**config.mk**
```make
export PLATFORM = sky130hd
export DESIGN_NAME = spi_master_flat
export DESIGN_NICKNAME = d
export VERILOG_FILES = /design/src/rtl/spi_pkg.sv /design/src/rtl/spi_master_if.sv /design/src/rtl/spi_shift_reg.sv /design/src/rtl/spi_master.sv /design/src/flat_wrapper.sv
export SDC_FILE = /design/constraint.sdc
export NUM_CORES = 1
export LEC_CHECK = 0
export CAP_MARGIN = 10
export CORE_ASPECT_RATIO = 1.5
export CORE_MARGIN = 5
export CORE_UTILIZATION = 35
export CTS_BUF_LIST = sky130_fd_sc_hd__clkbuf_2 sky130_fd_sc_hd__clkbuf_4 sky130_fd_sc_hd__clkbuf_8
export CTS_CLUSTER_SIZE = 20
export DETAILED_ROUTE_END_ITERATION = 10
export PLACE_DENSITY = 0.71
export SYNTH_ARGS = -nofsm -noshare
export SYNTH_HDL_FRONTEND = slang
export SYNTH_SLANG_ARGS = --single-unit
```
**constraint.sdc**
```tcl
create_clock -name clk -period 2.1 [get_ports clk]
set_input_delay 0.42 -clock clk [delete_from_list [all_inputs] [get_ports clk]]
set_output_delay 0.42 -clock clk [all_outputs]
set_load 0.01 [all_outputs]
```
**src/rtl/spi_pkg.sv**
```systemverilog
// Shared SPI definitions: widths, command encodings and the master FSM state type.
// The slave side uses the same command constants.
package spi_pkg;

    localparam int SPI_DATA_W = 8;
    localparam int SPI_CMD_W  = 2;
    localparam int FRAME_W    = SPI_CMD_W + SPI_DATA_W;
    localparam int CNT_W      = 5;

    localparam logic [1:0] CMD_WR_ADDR = 2'b00;
    localparam logic [1:0] CMD_WR_DATA = 2'b01;
    localparam logic [1:0] CMD_RD_ADDR = 2'b10;
    localparam logic [1:0] CMD_RD_DATA = 2'b11;

    typedef enum logic [2:0] {
        ST_IDLE,
        ST_SEL,
        ST_SHIFT,
        ST_WAIT,
        ST_RECV
    } spi_state_t;

endpackage

```
**src/rtl/spi_master_if.sv**
```systemverilog
// Host handshake plus SPI pins of the master, bundled for port connection.
// The slave modport is the view of whoever drives the host side and MISO.
interface spi_master_if #(
    parameter int DATA_W = 8,
    parameter int CMD_W  = 2
);
    logic              start;
    logic [CMD_W-1:0]  cmd;
    logic [DATA_W-1:0] din;
    logic              busy;
    logic              done;
    logic [DATA_W-1:0] dout;
    logic              SS_n;
    logic              MOSI;
    logic              MISO;

    modport master (
        input  start, cmd, din, MISO,
        output busy, done, dout, SS_n, MOSI
    );

    modport slave (
        output start, cmd, din, MISO,
        input  busy, done, dout, SS_n, MOSI
    );

endinterface

```
**src/rtl/spi_shift_reg.sv**
```systemverilog
// Shared TX/RX shift register: parallel load, left shift with serial-in at the LSB.
// o_par presents the received word including the bit currently on i_sin.
module spi_shift_reg #(
    parameter int W  = 10,
    parameter int PW = 8
) (
    input  logic          clk,
    input  logic          rst,
    input  logic          i_load,
    input  logic [W-1:0]  i_load_val,
    input  logic          i_shift,
    input  logic          i_sin,
    output logic          o_msb,
    output logic [PW-1:0] o_par
);

    logic [W-1:0] r_q;

    always_ff @(posedge clk or negedge rst) begin
        if (!rst) begin
            r_q <= '0;
        end else if (i_load) begin
            r_q <= i_load_val;
        end else if (i_shift) begin
            r_q <= {r_q[W-2:0], i_sin};
        end
    end

    assign o_msb = r_q[W-1];
    assign o_par = {r_q[PW-2:0], i_sin};

endmodule

```
**src/rtl/spi_master.sv**
```systemverilog
// SPI master: sends a {cmd,din} frame MSB first, then for rd-data waits RD_LAT
// cycles and captures an 8-bit MISO response.
//
// state | meaning
// IDLE  | SS_n high, waiting for start
// SEL   | slave selected, first bit presented
// SHIFT | remaining frame bits on MOSI
// WAIT  | rd-data turnaround before the first MISO sample
// RECV  | sampling MISO response bits
module spi_master
    import spi_pkg::*;
#(
    parameter int DATA_W = SPI_DATA_W,
    parameter int CMD_W  = SPI_CMD_W,
    parameter int RD_LAT = 2
) (
    input  logic         clk,
    input  logic         rst,
    spi_master_if.master bus
);

    localparam int FRM_W = CMD_W + DATA_W;
    localparam logic [CNT_W-1:0] CNT_SHIFT = CNT_W'(FRM_W - 1);
    localparam logic [CNT_W-1:0] CNT_WAIT  = CNT_W'(RD_LAT - 1);
    localparam logic [CNT_W-1:0] CNT_RECV  = CNT_W'(DATA_W - 2);

    spi_state_t        r_state, w_state_nxt;
    logic [CNT_W-1:0]  r_cnt, w_cnt_nxt;
    logic              r_ss_n, w_ss_n_nxt;
    logic              r_mosi, w_mosi_nxt;
    logic              r_busy, w_busy_nxt;
    logic              r_done, w_done_nxt;
    logic              r_rd, w_rd_nxt;
    logic [DATA_W-1:0] r_dout, w_dout_nxt;

    logic              w_load, w_shift, w_sin, w_msb;
    logic [DATA_W-1:0] w_par;

    spi_shift_reg #(
        .W  (FRM_W),
        .PW (DATA_W)
    ) u_shift (
        .clk        (clk),
        .rst        (rst),
        .i_load     (w_load),
        .i_load_val ({bus.cmd, bus.din}),
        .i_shift    (w_shift),
        .i_sin      (w_sin),
        .o_msb      (w_msb),
        .o_par      (w_par)
    );

    always_ff @(posedge clk or negedge rst) begin
        if (!rst) r_state <= ST_IDLE;
        else      r_state <= w_state_nxt;
    end

    always_comb begin
        w_state_nxt = r_state;
        case (r_state)
            ST_IDLE:  if (bus.start) w_state_nxt = ST_SEL;
            ST_SEL:   w_state_nxt = ST_SHIFT;
            ST_SHIFT: if (r_cnt == '0) w_state_nxt = r_rd ? ST_WAIT : ST_IDLE;
            ST_WAIT:  if (r_cnt == '0) w_state_nxt = ST_RECV;
            ST_RECV:  if (r_cnt == '0) w_state_nxt = ST_IDLE;
            default:  w_state_nxt = ST_IDLE;
        endcase
    end

    // The first MISO sample is taken on the edge that leaves WAIT.
    always_comb begin
        w_load     = 1'b0;
        w_shift    = 1'b0;
        w_sin      = 1'b0;
        w_cnt_nxt  = r_cnt;
        w_ss_n_nxt = r_ss_n;
        w_mosi_nxt = r_mosi;
        w_busy_nxt = r_busy;
        w_done_nxt = 1'b0;
        w_rd_nxt   = r_rd;
        w_dout_nxt = r_dout;
        case (r_state)
            ST_IDLE: begin
                w_ss_n_nxt = 1'b1;
                w_mosi_nxt = 1'b0;
                if (bus.start) begin
                    w_load     = 1'b1;
                    w_ss_n_nxt = 1'b0;
                    w_mosi_nxt = bus.cmd[CMD_W-1];
                    w_busy_nxt = 1'b1;
                    w_rd_nxt   = (bus.cmd == CMD_RD_DATA);
                end
            end
            ST_SEL: begin
                w_shift    = 1'b1;
                w_mosi_nxt = w_msb;
                w_cnt_nxt  = CNT_SHIFT;
            end
            ST_SHIFT: begin
                if (r_cnt != '0) begin
                    w_shift    = 1'b1;
                    w_mosi_nxt = w_msb;
                    w_cnt_nxt  = r_cnt - CNT_W'(1);
                end else begin
                    w_mosi_nxt = 1'b0;
                    if (r_rd) begin
                        w_cnt_nxt = CNT_WAIT;
                    end else begin
                        w_ss_n_nxt = 1'b1;
                        w_done_nxt = 1'b1;
                        w_busy_nxt = 1'b0;
                    end
                end
            end
            ST_WAIT: begin
                if (r_cnt != '0) begin
                    w_cnt_nxt = r_cnt - CNT_W'(1);
                end else begin
                    w_shift   = 1'b1;
                    w_sin     = bus.MISO;
                    w_cnt_nxt = CNT_RECV;
                end
            end
            ST_RECV: begin
                w_shift = 1'b1;
                w_sin   = bus.MISO;
                if (r_cnt != '0) begin
                    w_cnt_nxt = r_cnt - CNT_W'(1);
                end else begin
                    w_dout_nxt = w_par;
                    w_ss_n_nxt = 1'b1;
                    w_done_nxt = 1'b1;
                    w_busy_nxt = 1'b0;
                end
            end
            default: ;
        endcase
    end

    always_ff @(posedge clk or negedge rst) begin
        if (!rst) begin
            r_cnt  <= '0;
            r_ss_n <= 1'b1;
            r_mosi <= 1'b0;
            r_busy <= 1'b0;
            r_done <= 1'b0;
            r_rd   <= 1'b0;
            r_dout <= '0;
        end else begin
            r_cnt  <= w_cnt_nxt;
            r_ss_n <= w_ss_n_nxt;
            r_mosi <= w_mosi_nxt;
            r_busy <= w_busy_nxt;
            r_done <= w_done_nxt;
            r_rd   <= w_rd_nxt;
            r_dout <= w_dout_nxt;
        end
    end

    assign bus.SS_n = r_ss_n;
    assign bus.MOSI = r_mosi;
    assign bus.busy = r_busy;
    assign bus.done = r_done;
    assign bus.dout = r_dout;

endmodule

```
**src/flat_wrapper.sv**
```systemverilog
// flat-port wrapper written by rule: the top's interface ports become plain ports
module spi_master_flat import spi_pkg::*;
#(
    parameter int DATA_W = SPI_DATA_W,
    parameter int CMD_W  = SPI_CMD_W,
    parameter int RD_LAT = 2
)
  (clk, rst, bus_start, bus_cmd, bus_din, bus_MISO, bus_busy, bus_done, bus_dout, bus_SS_n, bus_MOSI);
  spi_master_if #(.DATA_W(DATA_W), .CMD_W(CMD_W)) bus_i ();
  input  logic clk;
  input  logic rst;
  input wire logic [$bits(bus_i.start)-1:0] bus_start;
  input wire logic [$bits(bus_i.cmd)-1:0] bus_cmd;
  input wire logic [$bits(bus_i.din)-1:0] bus_din;
  input wire logic [$bits(bus_i.MISO)-1:0] bus_MISO;
  output wire logic [$bits(bus_i.busy)-1:0] bus_busy;
  output wire logic [$bits(bus_i.done)-1:0] bus_done;
  output wire logic [$bits(bus_i.dout)-1:0] bus_dout;
  output wire logic [$bits(bus_i.SS_n)-1:0] bus_SS_n;
  output wire logic [$bits(bus_i.MOSI)-1:0] bus_MOSI;
  assign bus_i.start = bus_start;
  assign bus_i.cmd = bus_cmd;
  assign bus_i.din = bus_din;
  assign bus_i.MISO = bus_MISO;
  assign bus_busy = bus_i.busy;
  assign bus_done = bus_i.done;
  assign bus_dout = bus_i.dout;
  assign bus_SS_n = bus_i.SS_n;
  assign bus_MOSI = bus_i.MOSI;
  spi_master #(.DATA_W(DATA_W), .CMD_W(CMD_W), .RD_LAT(RD_LAT)) u_core (.clk(clk), .rst(rst), .bus(bus_i));
endmodule
```
==> summary.md <==
| Metric | Value |
|---|---|
| Status | `complete, no violations` |
| Chip height | `slightly above 90 microns` |
| Post-synth EDFFs | `0` |
| Iteration-0 DRC count of the detailed router | `28` |
| Crit path max fanout | `8` |
| Post-route ant nets | `0` |
| FMAX | `a little over 500 MHz` |
| FF-to-FF Start | `u_core.r_cnt[0]` |
| Post-synth ARST share | `between 90% and 100%` |
| TritonRoute pass-1 iters | `4` |
| Post-Place Setup Slack | `-9.87 ps` |
| Fraction of layout cells with a size suffix above 1 | `approximately 20%` |
| CTS tree | `done` |
| Clock Skews | `about 1.5 ps` |
| Design Power | `between 0.002 and 0.003 W` |
| Worst-Skew Late Latency | `290 ps` |
| Placer Congestion | `0.814` |
| H-Tree Depth | `2` |
| Static leakage | `between 0.9 and 1 nW` |
| Yosys reg bits | `31` |
| Largest net degree at the start of global routing | `32` |
| Drt drc | `0` |
| Max_cap viols | `0` |
| Worst hold stages | `1` |
| Final setup vio count | `0` |
| Worst-margin pin slew | `~430 ps` |
| Post-layout minimum cycle time | `~2000 ps` |
| Io pins | `26` |
| Min-delay worst type | `reg2reg` |
| Final Net Count | `194` |
| PortBufs | `25` |
| Reg2reg setup slack | `~130 ps` |
| Area Overhead vs Synth | `33.0%` |
| Start point of the worst min-delay path | `u_core.bus.dout[7]` |
| Netlist Area Pre-Place | `around 0.0015 sq mm` |
| Critical path class | `reg2reg` |
| Ant. Diodes | `0` |
| WP data required | `about 2300 ps` |
| CTS Hold Bufs | `0` |
| First-pass GRT wire length | `between 6000 and 7000 microns` |
| Total GRT Usage | `between 10% and 20%` |
| Gr ovfl total | `0` |
| PwrDens | `1350 mW/mm^2` |
| Final setup margin | `~130 ps` |
| Worst hold path endpoint | `u_core.bus.dout[7]` |
| Seq/Total Area, Yosys | `roughly half` |
| Synthesis Warnings | `0` |
| Die X | `~64 microns` |
| WL/cell | `15.8 microns` |
| Initial antenna violation count | `0` |
| Core ar. | `0.00425 sq mm` |
| R2R Path End | `u_core.u_shift.r_q[3]` |
| Final design utilization | `just under 50%` |
| Row cnt | `29` |
| Hold Fails Final Rpt | `0` |
| Worst setup EP type | `register` |
| Initial core utilization | `~36%` |
| Critical path arrival | `2140 ps` |
| Pins Over Slew Limit | `0` |
| Period utilization | `between 90% and 100%` |
| Reg2Reg Depth | `7` |
| Post-synthesis net count | `between 150 and 200` |
| Post-Synthesis Cells | `approximately 140` |
| Via-per-instance ratio | `roughly 5.6` |
| Post-synth top flop | `dfrtp_1` |
| Post-synth cell types | `39` |
| DP HPWL | `between 2000 and 3000 microns` |
| Num CTS Buffers | `5` |
| Vias in the first global route | `1354` |
| Syn avg cell area | `10.9 sq um` |
| DR vias | `around 1.3k` |
| VDD IR-drop max | `~0.82 mV` |
| Slew HR | `approximately 70%` |
| Final wirelength | `between 3000 and 4000 microns` |
| CTS Buffer Depth | `2` |
| Sink Count | `31` |
| Die Area | `roughly 0.006 sq mm` |
| Crit start category | `register` |
| CTS clk-pin slew, worst paths | `70 ps` |
| RSZ-0062 raised after global routing | `no` |
| Root buffer cell | `clkbuf_8` |
## final cells by class
type	count	area, sq um
inverters	5	18.8
flip-flops and latches	31	777
clock inverters	2	35.0
repair buffers	37	340
clock buffers	6	82.6
multi-input cells	99	738
well taps	46	57.6
fillers	379	2200
## cells in the final DEF (no fill, tap or decap), drive strengths merged, types with 3 or more instances in the layout
master,Yosys,final
dfrtp,30,30
clkdlybuf4s50,0,25
buf,2,12
mux2,11,11
nor2,9,9
and2,9,9
a221o,8,8
nand2,8,8
nor3,7,7
clkbuf,5,6
inv,5,5
o21ai,5,5
a21oi,4,4
mux2i,3,3
nor3b,3,3
nor2b,3,3
a211oi,3,3
## power by group
| part | internal (W) | switching, W | total, W | leakage, nW |
|---|---|---|---|---|
| clock network | 0.000384 | 0.000229 | 0.000613 | 0.0612 |
| registers | 0.000789 | 0.000192 | 0.000981 | 0.398 |
| logic | 0.000625 | 0.000545 | 0.00117 | 0.461 |
| total | 0.00180 | 0.000967 | 0.00276 | 0.919 |
## flip-flops by register name, summed over array words and instances (netlist names)
name,flops
u_core.bus.busy,1
u_core.bus.MOSI,1
u_core.bus.dout,8
u_core.r_rd,1
u_core.bus.SS_n,1
u_core.u_shift.r_q,10
u_core.r_state,3
u_core.bus.done,1
u_core.r_cnt,5
## routing by layer
layer,vias up,global-route usage (%),share of wire (%)
met5,-,0,0
met3,9,3.70,3.7
met1,632,14.7,38
met4,0,5.60,2.2
met2,34,24.6,56
li1,596,-,-
## synth_stat cells (2+ instances only)
master	number	area, sq um
o21ai_0	5	25.0
dfrtp_1	30	751
nand3_1	2	10.0
nor3_1	7	35.0
nand2b_1	2	12.5
a31oi_1	2	12.5
nor2b_1	3	18.8
inv_1	5	18.8
a221o_1	8	80.1
nand2_1	8	30.0
nor2_1	9	33.8
a21o_1	2	15.0
mux2_2	11	124
a21oi_1	4	20.0
o21bai_1	2	15.0
mux2i_1	3	30.0
and2_1	9	56.3
a211oi_1	3	22.5
clkbuf_1	5	18.8
nor3b_1	3	22.5
## timing repair
item / in CTS / in global routing
pin swaps: 0 / 2
setup buffers: 0 / 1
hold endpoints to repair: 0 / 0
endpoints found under the setup margin: 1 / 13
gates resized for setup: 1 / 2
## worst max path at each step
stage / startpoint / endpoint / slack, ps / cells past startpoint
5_1_grt: u_core.r_cnt[0] / u_core.u_shift.r_q[4] / 7 / 7
4_1_cts: u_core.r_cnt[0] / u_core.u_shift.r_q[8] / 50 / 6
6_report: u_core.r_cnt[0] / u_core.u_shift.r_q[3] / 130 / 7
3_5_place_dp: bus_start / u_core.u_shift.r_q[0] / -10 / 6
3_3_place_gp: bus_start / u_core.u_shift.r_q[0] / -20 / 6
2_1_floorplan: u_core.r_cnt[0] / u_core.u_shift.r_q[9] / 20 / 7
## logic make-up after synthesis
family	count (synthesis)	synth area share, %
fa+ha+maj	2	1.46
flops	31	50.4
simple gates	49	18.4
buf+inv	12	3.00
compound gates	33	16.2
xor+xnor	1	0.568
mux	14	9.98
## critical path, stage by stage, from the launching register on
cell and delay (ps):
dfrtp_1 380, inv_1 80, ha_1 230, nor4b_4 300, mux2i_1 280, nand3b_1 110
buf_4 170, a221o_1 300
## stage by stage
stage          hold slack [ps]  area, sq um  TNS, ps  std cells
2_1_floorplan              124         1540        0        142
3_3_place_gp               491         1910    -18.9        217
3_5_place_dp               498         1910    -9.87        217
4_1_cts                    516         2030        0        225
5_1_grt                    535         2050        0        226
6_report                   513         2050        0        226
Note: power is estimated with default switching activity, not from simulation.
